`config.mk`:
```
export PLATFORM = sky130hd
export DESIGN_NAME = branch_pred_unit
export DESIGN_NICKNAME = d
export VERILOG_FILES = /design/src/rtl/branch_pred_unit.sv
export SDC_FILE = /design/constraint.sdc
export NUM_CORES = 2
export LEC_CHECK = 0
export ABC_AREA = 1
export CAP_MARGIN = 20
export CELL_PAD_IN_SITES_DETAIL_PLACEMENT = 1
export CELL_PAD_IN_SITES_GLOBAL_PLACEMENT = 1
export CORE_ASPECT_RATIO = 1.75
export CORE_MARGIN = 10
export CORE_UTILIZATION = 46
export CTS_CLUSTER_DIAMETER = 120
export CTS_CLUSTER_SIZE = 24
export DETAILED_ROUTE_END_ITERATION = 8
export PLACE_DENSITY = 0.83
export REMOVE_ABC_BUFFERS = 1
export SKIP_CTS_REPAIR_TIMING = 1
export SYNTH_ARGS = -nofsm -noshare
export SYNTH_HDL_FRONTEND = slang
export SYNTH_SLANG_ARGS = --single-unit
```
`constraint.sdc`:
```
create_clock -name clk -period 3 [get_ports clk]
set_input_delay 0.3 -clock clk [delete_from_list [all_inputs] [get_ports clk]]
set_output_delay 0.3 -clock clk [all_outputs]
set_load 0.05 [all_outputs]
```
`src/rtl/branch_pred_unit.sv`:
```
// Direct-mapped BTB branch predictor: combinational IF-stage lookup, EX-stage
// training with per-entry saturating counters and a saturating mispredict counter.
module branch_pred_unit #(
  parameter int ENTRIES = 16,
  parameter int TAG_W   = 8,
  parameter int CTR_W   = 2,
  parameter int CNT_W   = 16
) (
  input  logic             clk,
  input  logic             rst,
  input  logic [31:0]      lk_pc,
  output logic             pred_taken,
  output logic [31:0]      pred_next,
  input  logic             upd_valid,
  input  logic [31:0]      upd_pc,
  input  logic             upd_taken,
  input  logic [31:0]      upd_target,
  input  logic             upd_mispred,
  input  logic             inv,
  output logic [CNT_W-1:0] mp_cnt
);

  localparam int IDX_W = (ENTRIES > 1) ? $clog2(ENTRIES) : 1;
  localparam logic [CTR_W-1:0] CTR_WNT = CTR_W'((1 << (CTR_W - 1)) - 1);
  localparam logic [CTR_W-1:0] CTR_WT  = CTR_W'(1 << (CTR_W - 1));

  function automatic logic [CTR_W-1:0] ctr_inc(input logic [CTR_W-1:0] c);
    return (c == {CTR_W{1'b1}}) ? c : c + CTR_W'(1);
  endfunction

  function automatic logic [CTR_W-1:0] ctr_dec(input logic [CTR_W-1:0] c);
    return (c == '0) ? c : c - CTR_W'(1);
  endfunction

  function automatic logic [CNT_W-1:0] cnt_inc(input logic [CNT_W-1:0] c);
    return (c == {CNT_W{1'b1}}) ? c : c + CNT_W'(1);
  endfunction

  logic [ENTRIES-1:0] valid_q;
  logic [TAG_W-1:0]   tag_q [ENTRIES];
  logic [31:0]        tgt_q [ENTRIES];
  logic [CTR_W-1:0]   ctr_q [ENTRIES];
  logic [CNT_W-1:0]   mp_cnt_q, mp_cnt_d;

  logic [IDX_W-1:0] lk_idx, upd_idx;
  logic [TAG_W-1:0] lk_tag, upd_tag;
  logic             lk_hit, upd_hit;

  logic             wr_en;
  logic             valid_d;
  logic [TAG_W-1:0] tag_d;
  logic [31:0]      tgt_d;
  logic [CTR_W-1:0] ctr_d;

  // Only the index/tag slices of the PCs feed logic; the remaining bits are don't-care.
  logic unused_pc;
  assign unused_pc = ^{lk_pc, upd_pc};

  assign lk_idx  = lk_pc[IDX_W+1:2];
  assign lk_tag  = lk_pc[IDX_W+TAG_W+1:IDX_W+2];
  assign upd_idx = upd_pc[IDX_W+1:2];
  assign upd_tag = upd_pc[IDX_W+TAG_W+1:IDX_W+2];

  assign lk_hit     = valid_q[lk_idx] && (tag_q[lk_idx] == lk_tag);
  assign pred_taken = lk_hit && ctr_q[lk_idx][CTR_W-1];
  assign pred_next  = pred_taken ? tgt_q[lk_idx] : lk_pc + 32'd4;

  assign upd_hit = valid_q[upd_idx] && (tag_q[upd_idx] == upd_tag);
  assign mp_cnt  = mp_cnt_q;

  always_comb begin
    wr_en   = 1'b0;
    valid_d = valid_q[upd_idx];
    tag_d   = tag_q[upd_idx];
    tgt_d   = tgt_q[upd_idx];
    ctr_d   = ctr_q[upd_idx];
    if (upd_valid && !inv) begin
      if (upd_hit) begin
        wr_en = 1'b1;
        if (upd_taken) begin
          ctr_d = ctr_inc(ctr_q[upd_idx]);
          tgt_d = upd_target;
        end else begin
          ctr_d = ctr_dec(ctr_q[upd_idx]);
        end
      end else if (upd_taken) begin
        // Allocation evicts whatever alias currently occupies the slot.
        wr_en   = 1'b1;
        valid_d = 1'b1;
        tag_d   = upd_tag;
        tgt_d   = upd_target;
        ctr_d   = CTR_WT;
      end
    end
  end

  assign mp_cnt_d = (upd_valid && upd_mispred) ? cnt_inc(mp_cnt_q) : mp_cnt_q;

  always_ff @(posedge clk or negedge rst) begin
    if (!rst) begin
      valid_q  <= '0;
      mp_cnt_q <= '0;
      for (int i = 0; i < ENTRIES; i++) begin
        tag_q[i] <= '0;
        tgt_q[i] <= '0;
        ctr_q[i] <= CTR_WNT;
      end
    end else begin
      mp_cnt_q <= mp_cnt_d;
      if (inv) begin
        valid_q <= '0;
      end else if (wr_en) begin
        valid_q[upd_idx] <= valid_d;
        tag_q[upd_idx]   <= tag_d;
        tgt_q[upd_idx]   <= tgt_d;
        ctr_q[upd_idx]   <= ctr_d;
      end
    end
  end

endmodule
```
==> flow_metrics.py <==
metrics = {
    "global_routing": {
        "grtUsageMet1": 0.407,
        "antenna_found_initial": 5,
        "top_usage_layer": "met2",
        "met3_usage": 0.0611,
        "grt_use_met2": 0.569,
        "grt_max_degree": 124,
        "grt_usage": 0.350,
        "grt_pass1_vias": 42300,
        "gr-total-overflow": 0,
        "grt_pass1_wl_microns": 258000,
    },
    "die": {
        "die_w_microns": 238,
        "rows": 140,
        "initial_core_util": 0.462,
        "die-area_sq_um": 95900,
        "core_sq_um": 83000,
        "boundaryPins": 151,
        "die_h_microns": 402,
    },
    "sta": {
        "hold_viol": 0,
        "report.final.slew_viol_count": 0,
        "setup_ws_ns": -0.682,
        "finalCritPeriodShare": 1.23,
        "setup_viol": 33,
        "clock_skew_ns": 0.0294,
        "slew_headroom": 0.266,
        "timing.fmax_mhz": 272,
        "period_needed_ns": 3.68,
        "rsz0062_at_grt": "yes",
        "worst_pin_slew_ns": 1.10,
    },
    "status": {
        "status": "finished, violations left",
        "violations": "setup timing",
    },
    "worst_setup_path": {
        "slowest_delay_ns": 0.57,
        "r2r-end": "tag_q[39]",
        "r2r-start": "tag_q[126]",
        "critPathLaunchType": "flop",
        "crit_slowest_cell": "o21ai_1",
        "setup.worst_path.class": "flop to primary output",
        "r2r_slack_ns": 0.15,
        "crit_path_start": "tag_q[13]",
        "worstRegToRegCells": 19,
        "cp.required_ns": 2.70,
        "worstSetupEndpointType": "primary output",
        "crit_fanout": 5,
        "path_cells": "o21ai_0 > o21ai_1 > nand2_1 > nand3_1 > o21ai_0 > inv_1 > nand2_1 > nor2_4 > buf_12 > nand2_8 > buf_12 > clkbuf_16 > nand2_4 > nand2_2 > buf_8",
        "arrival_ns": 3.38,
    },
    "flow_run": {
        "maxCapViolations": 0,
    },
    "cts": {
        "htree_num_levels": 2,
        "cts_root_buffer": "clkbuf_16",
        "cts_buffers": 35,
        "clockBufferDepth": 3,
        "cts_tree": "done",
        "clk_pin_slew_ns": 0.10,
        "cts.sinks": 704,
        "insertion_delay_ns": 0.63,
    },
    "logic_synthesis": {
        "synth_ff_type": "dfrtp_1",
        "synth_edf_count": 0,
        "async_reset_ff_frac": 1.00,
        "ys_seq_elements": 704,
        "ys_seq_area_frac": 0.459,
        "avgSynthCellArea_sq_um": 7.58,
        "synthDistinctLibCells": 47,
        "netlist_instances": 5063,
        "synthesis.area_sq_um": 38400,
        "yosys_warnings": 0,
    },
    "placement": {
        "port_buffers": 130,
        "place_congestion": 1.01,
        "post-place-ws_ns": -0.578,
        "dp.cells": 6227,
        "dp_hpwl_microns": 113000,
    },
    "power_and_ir_drop": {
        "leakagePower_nw": 20.4,
        "power_mw": 19.9,
        "peakVddDrop_v": 0.000513,
        "power_density_nw_per_um2": 439,
    },
    "drt": {
        "firstDrtPassIters": 6,
        "vias": 41000,
        "drt_wl_total_microns": 176000,
        "detail_route.wl_per_cell_microns": 28.1,
        "detail_route.iter0.violations": 5047,
        "ant_nets": 0,
        "routed_via_density": 6.53,
        "drt_drc_violations_left": 0,
    },
    "layout": {
        "final_util": 0.546,
        "syn_to_final_growth_pct": 18.1,
        "nets": 5317,
        "final_cell_mix": "1565 x nand2_1, 750 x o21ai_0, 688 x dfrtp_1, 370 x nor2_1, 291 x buf_4",
        "fillCellCount": 10100,
        "final_common_cell": "nand2_1",
        "finalNonFillerCells": 6286,
        "layout-drive-gt1-share": 0.127,
    },
    "hold_path": {
        "min_path_type": "primary input to asynchronous set/reset pin",
    },
}
==> stage by stage <==
step	hold slack, ns	instance area, sq um	setup TNS (ns)
2_1_floorplan	0.00441	36200	-3400.83
3_3_place_gp	0.308	43200	-58.56
3_5_place_dp	0.307	43200	-146.60
4_1_cts	-0.342	44200	-19.75
5_1_grt	0.270	45300	-22.67
6_report	0.213	45300	-20.49
==> report_power, final <==
group,switching [mW],leakage (nW),internal (mW)
Combinational,2.59,10.3,1.31
Clock,3.36,0.469,2.26
Sequential,0.433,9.66,9.96
Total,6.39,20.4,13.5
==> how the worst max path moves through the flow <==
stage	endpoint	slack, ns	depth (start not counted)
2_1_floorplan	tgt_q[193]	-5.10	16
3_3_place_gp	pred_next[31]	-0.50	11
3_5_place_dp	pred_next[31]	-0.58	11
4_1_cts	pred_next[6]	-0.67	14
5_1_grt	pred_next[8]	-0.76	15
6_report	pred_next[12]	-0.68	15
==> layer usage <==
metal,vias to the layer above,part of all wire
li1,17400,-
met4,4,0.082
met2,2336,0.47
met5,-,0.00016
met3,741,0.087
met1,20600,0.36
==> logic make-up after synthesis <==
logic type / Yosys count / synth area share
XOR/XNOR: 46 / 0.0105
adder cells (fa/ha/maj): 2 / 0.000652
AO/OA/AOI/OAI: 1549 / 0.234
AND/OR/NAND/NOR: 2233 / 0.227
flip-flops: 704 / 0.459
multiplexers: 1 / 0.000293
buffers and inverters: 528 / 0.0678
==> cell type report <==
type	count	area, sq um	area share
multi-input combinational	3831	19000	0.419
sequential	704	17600	0.389
timing repair buffer	536	5990	0.132
tap	1065	1330	0.0294
clock buffer	42	945	0.0208
inverter	105	425	0.00938
clock inverter	2	23.8	0.000524
antenna	1	2.50	0.0000552
==> critical path, delay by kind of cell, from the launching register on <==
family / cells / cell delay (ns)
AO/OA/AOI/OAI: 3 / 0.85
AND/OR/NAND/NOR: 7 / 0.72
buffers and inverters: 5 / 0.72
flip-flops: 1 / 0.44
==> cell usage after synthesis (9+ instances only) <==
library cell | count | area share
dfstp_2 | 16 | 0.011
o22ai_1 | 82 | 0.013
nand2_2 | 10 | 0.0016
nand2_1 | 1639 | 0.16
a22oi_1 | 269 | 0.053
xor2_1 | 32 | 0.0073
o221ai_1 | 51 | 0.012
o21ai_1 | 148 | 0.019
buf_1 | 18 | 0.0018
buf_6 | 60 | 0.018
nor3_1 | 27 | 0.0035
nand4_1 | 11 | 0.0018
buf_2 | 88 | 0.011
xnor2_1 | 14 | 0.0032
buf_4 | 13 | 0.0025
inv_1 | 95 | 0.0093
a21boi_2 | 9 | 0.0026
nand3_1 | 140 | 0.018
a21oi_1 | 166 | 0.022
dfrtp_1 | 688 | 0.45
o21ai_0 | 756 | 0.099
o211ai_1 | 27 | 0.0053
o2bb2ai_1 | 12 | 0.0027
o32ai_1 | 10 | 0.0023
nor2_1 | 383 | 0.037
clkbuf_1 | 241 | 0.024
==> state kept, by name, indices dropped and copies added, names as in the netlist <==
| signal | cells |
|---|---|
| ctr_q | 32 |
| mp_cnt | 16 |
| tag_q | 128 |
| tgt_q | 512 |
| valid_q | 16 |
(Power assumes the default switching activity.)
